File: src/rtl/bridge_router_if.sv
// Bus bundle between the host bridge and bridge_router: host request/reply,
// shared slave request bus, per-slave read replies and sticky error flags.
interface bridge_router_if #(
    parameter int NUM_SLAVES = 4
);
    logic [31:0]              addr;
    logic                     wr;
    logic [31:0]              wr_data;
    logic                     rd;
    logic [31:0]              rd_data;
    logic                     rd_data_valid;
    logic [31:0]              s_addr;
    logic [31:0]              s_wr_data;
    logic [NUM_SLAVES-1:0]    s_wr;
    logic [NUM_SLAVES-1:0]    s_rd;
    logic [32*NUM_SLAVES-1:0] s_rd_data;
    logic [NUM_SLAVES-1:0]    s_rd_data_valid;
    logic                     err_clear;
    logic                     err_timeout;
    logic                     err_overlap;

    // Router side
    modport slave (
        input  addr, wr, wr_data, rd,
        input  s_rd_data, s_rd_data_valid, err_clear,
        output rd_data, rd_data_valid,
        output s_addr, s_wr_data, s_wr, s_rd,
        output err_timeout, err_overlap
    );

    // Host / slave-model side
    modport master (
        output addr, wr, wr_data, rd,
        output s_rd_data, s_rd_data_valid, err_clear,
        input  rd_data, rd_data_valid,
        input  s_addr, s_wr_data, s_wr, s_rd,
        input  err_timeout, err_overlap
    );
endinterface

File: src/rtl/bridge_router.sv
// Address decoder between the host bridge and NUM_SLAVES bridge slaves.
// Ports: clk, reset_n (async, active-low), bus (bridge_router_if.slave).
module bridge_router #(
    parameter int          NUM_SLAVES     = 4,
    parameter int          TIMEOUT_CYCLES = 64,
    parameter logic [31:0] UNMAPPED_DATA  = 32'hDEAD_BEEF
) (
    input  logic            clk,
    input  logic            reset_n,
    bridge_router_if.slave  bus
);
    localparam int SW = (NUM_SLAVES > 1) ? $clog2(NUM_SLAVES) : 1;
    localparam int CW = $clog2(TIMEOUT_CYCLES);
    localparam logic [CW-1:0] CNT_LAST = CW'(TIMEOUT_CYCLES - 1);

    typedef enum logic {
        S_IDLE,
        S_WAIT
    } state_t;

    state_t                r_state;
    state_t                w_state_nxt;
    logic [CW-1:0]         r_cnt;
    logic [SW-1:0]         r_sel_q;
    logic [31:0]           r_s_addr;
    logic [31:0]           r_s_wr_data;
    logic [NUM_SLAVES-1:0] r_s_wr;
    logic [NUM_SLAVES-1:0] r_s_rd;
    logic [31:0]           r_rd_data;
    logic                  r_rd_data_valid;
    logic                  r_pend;
    logic [31:0]           r_pend_data;
    logic                  r_err_timeout;
    logic                  r_err_overlap;

    logic [3:0]            w_sel;
    logic                  w_mapped;
    logic [NUM_SLAVES-1:0] w_onehot;
    logic                  w_slv_valid;
    logic [31:0]           w_slv_data;
    logic                  w_issue_rd;
    logic                  w_rep;
    logic [31:0]           w_rep_data;
    logic                  w_timeout;
    logic                  w_rd_drop;
    logic                  w_overflow;

    assign w_sel    = bus.addr[31:28];
    assign w_mapped = ({1'b0, w_sel} < 5'(NUM_SLAVES));
    assign w_onehot = NUM_SLAVES'(1) << w_sel;

    // Reply mux for the slave owning the pending read
    always_comb begin
        w_slv_valid = 1'b0;
        w_slv_data  = '0;
        for (int i = 0; i < NUM_SLAVES; i++) begin
            if (r_sel_q == SW'(i)) begin
                w_slv_valid = bus.s_rd_data_valid[i];
                w_slv_data  = bus.s_rd_data[32*i +: 32];
            end
        end
    end

    always_comb begin
        w_state_nxt = r_state;
        w_issue_rd  = 1'b0;
        w_rep       = 1'b0;
        w_rep_data  = UNMAPPED_DATA;
        w_timeout   = 1'b0;
        // A read coinciding with a write always loses
        w_rd_drop   = bus.rd & bus.wr;
        unique case (r_state)
            S_IDLE: begin
                if (bus.rd && !bus.wr) begin
                    if (w_mapped) begin
                        w_issue_rd  = 1'b1;
                        w_state_nxt = S_WAIT;
                    end else begin
                        w_rep = 1'b1;
                    end
                end
            end
            S_WAIT: begin
                if (bus.rd) begin
                    w_rd_drop = 1'b1;
                end
                // Real data wins over a simultaneous expiry
                if (w_slv_valid) begin
                    w_rep       = 1'b1;
                    w_rep_data  = w_slv_data;
                    w_state_nxt = S_IDLE;
                end else if (r_cnt == CNT_LAST) begin
                    w_rep       = 1'b1;
                    w_timeout   = 1'b1;
                    w_state_nxt = S_IDLE;
                end
            end
            default: w_state_nxt = S_IDLE;
        endcase
    end

    // A reply can only be lost when both the output and hold slot are busy
    assign w_overflow = w_rep & r_rd_data_valid & r_pend;

    always_ff @(posedge clk or negedge reset_n) begin
        if (!reset_n) begin
            r_state <= S_IDLE;
            r_cnt   <= '0;
            r_sel_q <= '0;
        end else begin
            r_state <= w_state_nxt;
            if (r_state == S_WAIT && w_state_nxt == S_WAIT) begin
                r_cnt <= r_cnt + 1'b1;
            end else begin
                r_cnt <= '0;
            end
            if (w_issue_rd) begin
                r_sel_q <= SW'(w_sel);
            end
        end
    end

    always_ff @(posedge clk or negedge reset_n) begin
        if (!reset_n) begin
            r_s_addr    <= '0;
            r_s_wr_data <= '0;
            r_s_wr      <= '0;
            r_s_rd      <= '0;
        end else begin
            if (bus.rd || bus.wr) begin
                r_s_addr    <= bus.addr;
                r_s_wr_data <= bus.wr_data;
            end
            r_s_wr <= (bus.wr && w_mapped) ? w_onehot : '0;
            r_s_rd <= w_issue_rd ? w_onehot : '0;
        end
    end

    // Replies that would land right after a valid pulse wait one cycle
    // in a hold slot so rd_data_valid never stays high two cycles.
    always_ff @(posedge clk or negedge reset_n) begin
        if (!reset_n) begin
            r_rd_data       <= '0;
            r_rd_data_valid <= 1'b0;
            r_pend          <= 1'b0;
            r_pend_data     <= '0;
        end else begin
            r_rd_data_valid <= 1'b0;
            if (!r_rd_data_valid && r_pend) begin
                r_rd_data       <= r_pend_data;
                r_rd_data_valid <= 1'b1;
                r_pend          <= w_rep;
                if (w_rep) begin
                    r_pend_data <= w_rep_data;
                end
            end else if (!r_rd_data_valid && w_rep) begin
                r_rd_data       <= w_rep_data;
                r_rd_data_valid <= 1'b1;
            end else if (w_rep && !r_pend) begin
                r_pend      <= 1'b1;
                r_pend_data <= w_rep_data;
            end
        end
    end

    // Sticky flags; a new event beats a simultaneous clear
    always_ff @(posedge clk or negedge reset_n) begin
        if (!reset_n) begin
            r_err_timeout <= 1'b0;
            r_err_overlap <= 1'b0;
        end else begin
            r_err_timeout <= w_timeout |
                             (r_err_timeout & ~bus.err_clear);
            r_err_overlap <= w_rd_drop | w_overflow |
                             (r_err_overlap & ~bus.err_clear);
        end
    end

    assign bus.s_addr        = r_s_addr;
    assign bus.s_wr_data     = r_s_wr_data;
    assign bus.s_wr          = r_s_wr;
    assign bus.s_rd          = r_s_rd;
    assign bus.rd_data       = r_rd_data;
    assign bus.rd_data_valid = r_rd_data_valid;
    assign bus.err_timeout   = r_err_timeout;
    assign bus.err_overlap   = r_err_overlap;
endmodule

File: src/flat_wrapper.sv
// flat-port wrapper written by rule: the top's interface ports become plain ports
module bridge_router_flat 
#(
    parameter int          NUM_SLAVES     = 4,
    parameter int          TIMEOUT_CYCLES = 64,
    parameter logic [31:0] UNMAPPED_DATA  = 32'hDEAD_BEEF
)
  (clk, reset_n, bus_addr, bus_wr, bus_wr_data, bus_rd, bus_s_rd_data, bus_s_rd_data_valid, bus_err_clear, bus_rd_data, bus_rd_data_valid, bus_s_addr, bus_s_wr_data, bus_s_wr, bus_s_rd, bus_err_timeout, bus_err_overlap);
  bridge_router_if #(.NUM_SLAVES(NUM_SLAVES)) bus_i ();
  input  logic clk;
  input  logic reset_n;
  input wire logic [$bits(bus_i.addr)-1:0] bus_addr;
  input wire logic [$bits(bus_i.wr)-1:0] bus_wr;
  input wire logic [$bits(bus_i.wr_data)-1:0] bus_wr_data;
  input wire logic [$bits(bus_i.rd)-1:0] bus_rd;
  input wire logic [$bits(bus_i.s_rd_data)-1:0] bus_s_rd_data;
  input wire logic [$bits(bus_i.s_rd_data_valid)-1:0] bus_s_rd_data_valid;
  input wire logic [$bits(bus_i.err_clear)-1:0] bus_err_clear;
  output wire logic [$bits(bus_i.rd_data)-1:0] bus_rd_data;
  output wire logic [$bits(bus_i.rd_data_valid)-1:0] bus_rd_data_valid;
  output wire logic [$bits(bus_i.s_addr)-1:0] bus_s_addr;
  output wire logic [$bits(bus_i.s_wr_data)-1:0] bus_s_wr_data;
  output wire logic [$bits(bus_i.s_wr)-1:0] bus_s_wr;
  output wire logic [$bits(bus_i.s_rd)-1:0] bus_s_rd;
  output wire logic [$bits(bus_i.err_timeout)-1:0] bus_err_timeout;
  output wire logic [$bits(bus_i.err_overlap)-1:0] bus_err_overlap;
  assign bus_i.addr = bus_addr;
  assign bus_i.wr = bus_wr;
  assign bus_i.wr_data = bus_wr_data;
  assign bus_i.rd = bus_rd;
  assign bus_i.s_rd_data = bus_s_rd_data;
  assign bus_i.s_rd_data_valid = bus_s_rd_data_valid;
  assign bus_i.err_clear = bus_err_clear;
  assign bus_rd_data = bus_i.rd_data;
  assign bus_rd_data_valid = bus_i.rd_data_valid;
  assign bus_s_addr = bus_i.s_addr;
  assign bus_s_wr_data = bus_i.s_wr_data;
  assign bus_s_wr = bus_i.s_wr;
  assign bus_s_rd = bus_i.s_rd;
  assign bus_err_timeout = bus_i.err_timeout;
  assign bus_err_overlap = bus_i.err_overlap;
  bridge_router #(.NUM_SLAVES(NUM_SLAVES), .TIMEOUT_CYCLES(TIMEOUT_CYCLES), .UNMAPPED_DATA(UNMAPPED_DATA)) u_core (.clk(clk), .reset_n(reset_n), .bus(bus_i));
endmodule
File: config.mk
export PLATFORM = sky130hd
export DESIGN_NAME = bridge_router_flat
export DESIGN_NICKNAME = d
export VERILOG_FILES = /design/src/rtl/bridge_router_if.sv /design/src/rtl/bridge_router.sv /design/src/flat_wrapper.sv
export SDC_FILE = /design/constraint.sdc
export NUM_CORES = 1
export LEC_CHECK = 0
export ABC_AREA = 1
export CORE_ASPECT_RATIO = 1.1
export CORE_MARGIN = 4
export CORE_UTILIZATION = 38
export DETAILED_ROUTE_END_ITERATION = 8
export GPL_ROUTABILITY_DRIVEN = 1
export PLACE_DENSITY = 0.73
export SLEW_MARGIN = 30
export SYNTH_ARGS = -nofsm -noshare
export SYNTH_HDL_FRONTEND = slang
export SYNTH_SLANG_ARGS = --single-unit
File: constraint.sdc
create_clock -name clk -period 2.35 [get_ports clk]
set_clock_uncertainty 0.05 [all_clocks]
set_input_delay 0.3525 -clock clk [delete_from_list [all_inputs] [get_ports clk]]
set_output_delay 0.3525 -clock clk [all_outputs]
set_load 0.01 [all_outputs]
Word level (Yosys, flattened, before mapping) --
Cells that the tools add are included.
Operators by class: muxes and demuxes 39, eq/ne operators 6, reduce and logical (&&, ||, !) cells 15, magnitude comparators 1, add/sub/neg operators 1, bitwise gates (word level) 10, shift operators 1
Operators with widths (number):
- two-way mux 32 bit | 12
- two-way mux 1 bit | 22
- two-way mux 4 bit | 2
- adder 6 x 1 -> 6 bit (second input constant) | 1
- equality test 6 bit (second input constant) | 1
- logical AND 1 bit | 6
- two-way mux 6 bit | 1
- AND 1 bit | 5
- equality test 2 bit (second input constant) | 2
- < comparator 4 x 3 -> 1 bit (second input constant) | 1
- != test 2 x 1 -> 1 bit (second input constant) | 2
- one-hot mux 1 bit (2 select lines) | 2
- nonzero test 2 bit | 2
- << shifter 1 x 4 -> 4 bit (first input constant) | 1
- zero test 1 bit | 3
- bitwise OR 1 bit | 3
- AND reduction 3 bit | 1
- equality test 2 x 1 -> 1 bit (second input constant) | 1
- zero test 2 bit | 1
- NOT 1 bit | 2
- AND reduction 2 bit | 1
- logical OR 1 bit | 1
Word-level totals: word-level logic and storage cells 86, bits of input ports 201, register bits 149

Logic depth before layout (Yosys ltp) --
Gate-level depths: netlist of run 1.
depth in word-level cells 11, depth in mapped cells 12, mapped depth without buffers 10

Worst setup path before layout of run 1 --
Ideal clock, no wire load.
path type reg2reg, start point register u_core.r_sel_q[0], end point register u_core.r_pend_data[0], data required time 2.182 ns, data arrival time 1.529 ns, cell stages (with the launch flop) 11, setup slack 0.653 ns, period minus slack after synthesis 1.697 ns, path buffers 3, cells stage by stage dfrtp_1 buf_4 nor2_4 nand2_1 nand3_4 nand4_4 and2_1 buf_4 buf_6 nand3_1 nand2_1
On the way: longest elaborated chain between the ends 10, elaborated cells on any way between the ends 26, classes of those cells eq/ne (5); mux (16); reduce/logical (5)
Ends and longest elaborated chain:
- start, declared | RTL line bridge_router.sv:24 | logic [SW-1:0] r_sel_q;
- start signal, assigned | RTL line bridge_router.sv:118 | r_sel_q <= SW'(w_sel);
- zero test 2 bit | RTL line bridge_router.sv:57 | if (r_sel_q == SW'(i)) begin
- two-way mux 1 bit or two-way mux 32 bit (tied branches) (4 in a row) | RTL line bridge_router.sv:57
- two-way mux 1 bit or two-way mux 32 bit (tied branches) | RTL line bridge_router.sv:88 | if (w_slv_valid) begin
- one-hot mux 1 bit (2 select lines) or two-way mux 32 bit (tied branches) | RTL line bridge_router.sv:72 | unique case (r_state)
- logical AND 1 bit (tied with other cells) | RTL line bridge_router.sv:156 | end else if (!r_rd_data_valid && w_rep) begin
- != test 2 x 1 -> 1 bit (no source line) (tied with other cells)
- AND reduction 3 bit (no source line) or two-way mux 32 bit (tied branches)
- end signal, assigned | RTL line bridge_router.sv:154 | r_pend_data <= w_rep_data;
- end signal, assigned | RTL line bridge_router.sv:161 | r_pend_data <= w_rep_data;
- end, declared | RTL line bridge_router.sv:32 | logic [31:0] r_pend_data;
Parallel ways exist; a longest one is shown, timed or not. The select of a mux whose other input is x is not followed. A chain may end at the register's enable or synchronous reset.

Worst setup path after layout of run 1 --
start point register u_core.r_sel_q[0], end point register u_core.r_pend_data[8]
Same word-level chain as after synthesis.

==> run_results.csv, run 1 <==
group,metric,value,unit
status,outcome,"completed",
layout,utilization,59.6,%
clock_tree,clk_pin_slew,70,ps
run,max_cap_viol_count,0,
detailed_routing,drt_wl_total,25.4,mm
floorplan,core,0.0190,mm²
synth,ys_seq_elements,149,
global_routing,grt_pass1_vias,7164,
layout,final_cell_mix,"clkdlybuf4s50_1 (306), nand2_1 (300), nand3_1 (177)",
min_path,hold_class,"primary input to asynchronous set/reset pin",
power_and_ir_drop,leakage,5.11,nW
placement,place_hpwl,19.3,mm
global_routing,global_route.usage.met3,8.90,%
timing,slew_headroom,57.2,%
timing,grt_setup_unrepaired,"false",
worst_setup_path,path_common_cell,"nand2_2",
synth,yosys_warnings,0,
floorplan,dieArea,0.0216,mm²
clock_tree,cts_sinks,149,
worst_setup_path,critPathArrivalTime,2350,ps
synth,synth.avg_cell_area,8.39,µm²
clock_tree,numCtsBuffers,17,
layout,drive_gt1_share,11.3,%
worst_setup_path,r2r-start,"u_core.r_sel_q[0]",
detailed_routing,via_per_inst,4.98,
clock_tree,cts_setup_buffers,0,
worst_setup_path,path_class,"register to register",
detailed_routing,drt_first_pass_iters,5,
floorplan,rows,53,
timing,finalCritPeriodShare,87.4,%
global_routing,gr-usage-met1,28.0,%
clock_tree,ctsResizeCount,0,
detailed_routing,num_vias,7116,
worst_setup_path,cp_num_cells,8,
clock_tree,htree_levels,4,
clock_tree,cts.path.max_buffers,2,
layout,final_common_cell,"clkdlybuf4s50_1",
synth,synthDistinctLibCells,29,
layout,diodes,0,
synth,syn_inst,876,
clock_tree,cts-root-buf,"clkbuf_16",
global_routing,antenna_found_initial,1,
timing,setup_violations,0,
timing,finalHoldViolCount,0,
global_routing,grt-ovfl-total,0,
synth,yosysSeqAreaShare,50.7,%
layout,final_nets,1372,
layout,syn_to_final_growth,54.4,%
power_and_ir_drop,peakVddDrop,0.000544,V
power_and_ir_drop,power.total,0.00972,W
placement,io_buffers,307,
power_and_ir_drop,p_per_area,857,mW/mm²
worst_setup_path,slowest_delay,490,ps
placement,globalplace.congestion,0.847,
synth,syn_area,0.00735,mm²
timing,fmax,487,MHz
detailed_routing,final_antenna_net_count,0,
global_routing,track_usage,23.1,%
detailed_routing,wl_per_cell,17.8,µm
timing,tightest_slew,640,ps
floorplan,die_width,141,µm
clock_tree,cts_tree,"built",
worst_setup_path,cp_slowest_cell,"dfrtp_1",
clock_tree,clkLatencyLatePin,420,ps
timing,period_minus_slack,2060,ps
global_routing,grt_pass1_wl,39.3,mm
clock_tree,ctsHoldBuffers,1,
timing,tns,0,ps
global_routing,grt_max_degree,68,
worst_setup_path,worstPathCellList,"nand2_2 -> inv_2 -> nand2_2 -> nand4_4 -> nand3_1 -> buf_4 -> nand2_1 -> o21ai_1",
worst_setup_path,cp-start-kind,"register",
detailed_routing,drc,0,
floorplan,num_io_pins,308,
worst_setup_path,r2r_slack,290,ps
detailed_routing,drt_iter0_markers,622,
global_routing,grt.busiest_layer,"met2",
timing,slew_violations,0,
worst_setup_path,reg2regPathDepth,8,
global_routing,met2_usage,38.5,%
worst_setup_path,crit_required,2650,ps
floorplan,initial_core_util,38.6,%
synth,syn_nets,1078,
worst_setup_path,critical_path.max_fanout,40,
floorplan,die_h,154,µm
worst_setup_path,worst_setup_path_end_kind,"register",
worst_setup_path,r2r-end,"u_core.r_pend_data[8]",
worst_setup_path,path_buf_inv,2,
worst_setup_path,cpLargestDelayFamily,"simple AND/OR/NAND/NOR gates",
## registers in the layout, indices dropped and copies added, names as in the netlist
name and flops:
u_core.bus.s_wr 4, u_core.bus.s_wr_data 32, u_core.r_state 1, u_core.bus.rd_data 32
u_core.r_pend 1, u_core.r_pend_data 32, u_core.bus.err_overlap 1, u_core.bus.err_timeout 1
u_core.bus.s_rd 4, u_core.r_cnt 6, u_core.bus.rd_data_valid 1, u_core.bus.s_addr 32
u_core.r_sel_q 2
## per-layer routing
metal,share of wire [%],vias to the layer above
met5,0,-
met4,1.8,0
met3,9.9,33
met2,49,271
met1,39,3367
li1,-,3445
## power breakdown
group          internal, W  switching, W
Combinational      0.00159       0.00179
Sequential         0.00315      0.000354
Clock              0.00162       0.00121
Total              0.00636       0.00336
## cell type report
cell class / instances / area, µm²
inverter: 32 / 120
sequential: 149 / 3730
multi-input combinational: 639 / 3250
fill: 1688 / 7680
clock inverter: 15 / 181
clock buffer: 17 / 425
tap: 247 / 309
timing repair buffer: 331 / 3330
## kinds of logic after synthesis
family / count (synthesis) / synth area share [%]
buffers and inverters: 88 / 5.23
adder cells (fa/ha/maj): 1 / 0.170
AND/OR/NAND/NOR: 548 / 32.3
flip-flops: 149 / 50.7
AO/OA/AOI/OAI: 27 / 1.99
XOR/XNOR: 2 / 0.238
multiplexers: 61 / 9.35
## synthesized netlist by cell type
cell type	number	area, µm²
nand3b_1	8	60.1
buf_1	14	52.6
nand2_2	4	25.0
inv_1	27	101
ha_1	1	12.5
a21oi_1	8	40.0
nand4_4	1	21.3
a21oi_4	1	16.3
buf_4	6	45.0
buf_2	13	65.1
inv_2	5	18.8
and2_1	1	6.26
buf_6	2	22.5
mux2_2	61	687
nand2_1	301	1130
nand4_1	1	6.26
nand3_2	1	10.0
nand3_4	1	17.5
dfrtp_1	149	3730
nor2_4	1	11.3
nor2_1	50	188
clkbuf_1	21	78.8
nor3b_1	1	7.51
nand3_1	177	886
o21ai_1	9	45.0
xnor2_1	1	8.76
xor2_1	1	8.76
nor3_1	1	5.00
o21ai_0	9	45.0
## metrics by stage
stage | setup WS (ps) | hold WS (ps) | cell area, µm² | instances
2_1_floorplan | 653 | 6.91 | 7350 | 876
3_3_place_gp | 286 | 291 | 10700 | 1397
3_5_place_dp | 219 | 290 | 10700 | 1397
4_1_cts | 274 | 417 | 11300 | 1430
5_1_grt | 74.8 | 440 | 11300 | 1430
6_report | 295 | 399 | 11300 | 1430
## worst max path at each step
stage,start,end
2_1_floorplan,u_core.r_sel_q[0],u_core.r_pend_data[0]
3_3_place_gp,bus_addr[31],u_core.r_pend_data[22]
3_5_place_dp,bus_rd,u_core.r_pend_data[29]
4_1_cts,u_core.r_sel_q[0],u_core.r_pend_data[8]
5_1_grt,u_core.r_sel_q[0],u_core.r_pend_data[4]
6_report,u_core.r_sel_q[0],u_core.r_pend_data[8]
Note: power is estimated with default switching activity, not from simulation.
==> inputs of run 2 (changes only) <==
Settings changed: CORE_MARGIN 4 to 1.
==> run 2 against run 1 <==
Compared with the run above:
- clock power increased by 7.8%
- routed wire length increased by 0.71%
- clock-buffer cell count is the same
- die area fell by 8.0%
- maximum frequency down 4.7%
- utilization up 1.5 points
- final cell count up 0.42%
- hold slack gained 23 ps
- first-iteration DRC count is 25% lower
- largest cell class unchanged
==> run_results.csv, run 2 (same netlist as run 1, synthesis figures left out) <==
group,metric,value,unit
layout,syn_to_final_growth,55.3,%
global_routing,grt_pass1_wl,39.8,mm
worst_setup_path,r2r_slack,190,ps
worst_setup_path,critical_path.max_fanout,23,
timing,tns,0,ps
clock_tree,cts.path.max_buffers,2,
timing,finalHoldViolCount,0,
worst_setup_path,path_buf_inv,3,
worst_setup_path,r2r-end,"u_core.bus.rd_data[21]",
clock_tree,htree_levels,4,
placement,dp_cells,1395,
power_and_ir_drop,peakVddDrop,0.000496,V
clock_tree,ctsResizeCount,0,
detailed_routing,num_vias,7210,
placement,globalplace.congestion,0.818,
timing,fmax,464,MHz
clock_tree,cts-root-buf,"clkbuf_16",
worst_setup_path,cp_slowest_cell,"dfrtp_1",
timing,whs,422,ps
layout,drive_gt1_share,11.6,%
status,outcome,"completed",
layout,final_common_cell,"clkdlybuf4s50_1",
power_and_ir_drop,leakage,5.15,nW
worst_setup_path,path_class,"register to register",
worst_setup_path,slowest_delay,480,ps
worst_setup_path,cpLargestDelayFamily,"simple AND/OR/NAND/NOR gates",
global_routing,grt_max_degree,68,
floorplan,die_h,148,µm
timing,setup_violations,0,
worst_setup_path,r2r-start,"u_core.r_sel_q[1]",
global_routing,grt-ovfl-total,0,
global_routing,track_usage,26.3,%
floorplan,core,0.0187,mm²
timing,tightest_slew,549,ps
floorplan,dieArea,0.0199,mm²
global_routing,antenna_found_initial,7,
clock_tree,clk_pin_slew,60,ps
placement,place_hpwl,18.9,mm
timing,grt_setup_unrepaired,"false",
worst_setup_path,reg2regPathDepth,12,
min_path,hold_class,"primary input to asynchronous set/reset pin",
detailed_routing,via_per_inst,5.02,
detailed_routing,drc,0,
timing,finalCritPeriodShare,91.8,%
clock_tree,cts_tree,"built",
detailed_routing,drt_wl_total,25.6,mm
timing,slew_headroom,63.4,%
layout,final_nets,1375,
floorplan,num_io_pins,308,
worst_setup_path,crit_required,2610,ps
detailed_routing,drt_first_pass_iters,5,
global_routing,grt_pass1_vias,7290,
layout,fin_cells,1436,
clock_tree,numCtsBuffers,17,
floorplan,die_width,135,µm
worst_setup_path,cp-start-kind,"register",
run,max_cap_viol_count,0,
clock_tree,cts_sinks,149,
detailed_routing,drt_iter0_markers,469,
detailed_routing,wl_per_cell,17.8,µm
timing,slew_violations,0,
floorplan,rows,52,
clock_tree,clkLatencyLatePin,420,ps
timing,period_minus_slack,2160,ps
placement,dp_slack,144,ps
layout,final_cell_mix,"clkdlybuf4s50_1 (306), nand2_1 (300), nand3_1 (177)",
detailed_routing,final_antenna_net_count,0,
worst_setup_path,critPathArrivalTime,2420,ps
placement,io_buffers,307,
worst_setup_path,worstPathCellList,"buf_4 -> inv_2 -> nand2_1 -> nand2_1 -> nand3_4 -> nand2_2 -> buf_4 -> nand3_1 -> nand2_1 -> nand2_1 -> nand2_1 -> nand2_1",
worst_setup_path,worst_setup_path_end_kind,"register",
power_and_ir_drop,p_per_area,873,mW/mm²
timing,fin_ws,193,ps
worst_setup_path,path_common_cell,"nand2_1",
floorplan,initial_core_util,39.4,%
run 2: worst max-delay path by stage:
stage,start,to,slack [ps],cells past startpoint
4_1_cts,u_core.r_sel_q[0],u_core.bus.rd_data[23],140,10
6_report,u_core.r_sel_q[1],u_core.bus.rd_data[21],190,12
3_3_place_gp,bus_s_rd_data_valid[1],u_core.bus.rd_data[23],170,11
3_5_place_dp,bus_s_rd_data_valid[1],u_core.bus.rd_data[23],140,11
2_1_floorplan,u_core.r_sel_q[0],u_core.r_pend_data[0],650,10
5_1_grt,u_core.r_sel_q[1],u_core.bus.rd_data[23],40,12
run 2: final cells by class:
| class | count | area, µm² |
|---|---|---|
| repair buffers | 334 | 3340 |
| diodes | 7 | 17.5 |
| clock inverters | 15 | 229 |
| fillers | 1647 | 7260 |
| multi-input cells | 639 | 3250 |
| inverters | 32 | 120 |
| clock buffers | 17 | 425 |
| flip-flops and latches | 149 | 3730 |
| well taps | 243 | 304 |
run 2: where the power goes:
group,total (W),internal (W),switching (W),leakage (nW)
clock,0.00305,0.00183,0.00122,0.323
sequential,0.00352,0.00315,0.000365,1.81
combinational,0.00340,0.00159,0.00181,3.01
run 2: worst register-to-register path: cells and delay by family, from the launching register on:
| family | cells | cell delay [ps] |
|---|---|---|
| flops | 1 | 480 |
| simple gates | 9 | 1000 |
| buf+inv | 3 | 520 |
run 2: what timing repair did:
action | in CTS | in global routing
endpoints found under the setup margin | 0 | 2
endpoints found under the hold margin | 54 | 0
setup buffers | 0 | 1
hold buffers | 1 | 0
run 2: stage by stage:
| step | util (%) | cell area [µm²] | power [W] |
|---|---|---|---|
| floorplan | - | 7350 | 0.00523 |
| global placement | 57.5 | 10700 | 0.00688 |
| detailed placement | 57.5 | 10700 | 0.00694 |
| CTS | 61.0 | 11400 | 0.0100 |
| global route | 61.1 | 11400 | 0.0106 |
| finish | 61.1 | 11400 | 0.00997 |
run 2: layer usage:
| metal | track usage (%) | vias to the layer above | share of wire [%] |
|---|---|---|---|
| li1 | - | 3462 | - |
| met1 | 32.2 | 3416 | 39 |
| met2 | 43.1 | 292 | 50 |
| met3 | 8.57 | 38 | 8.6 |
| met4 | 9.94 | 2 | 1.9 |
| met5 | 0 | - | 0.043 |
==> inputs of run 3 (changes only) <==
Settings changed: TNS_END_PERCENT set to 30.
==> results of run 3 <==
Final layout, timing and power as in run 2 (identical DEF).
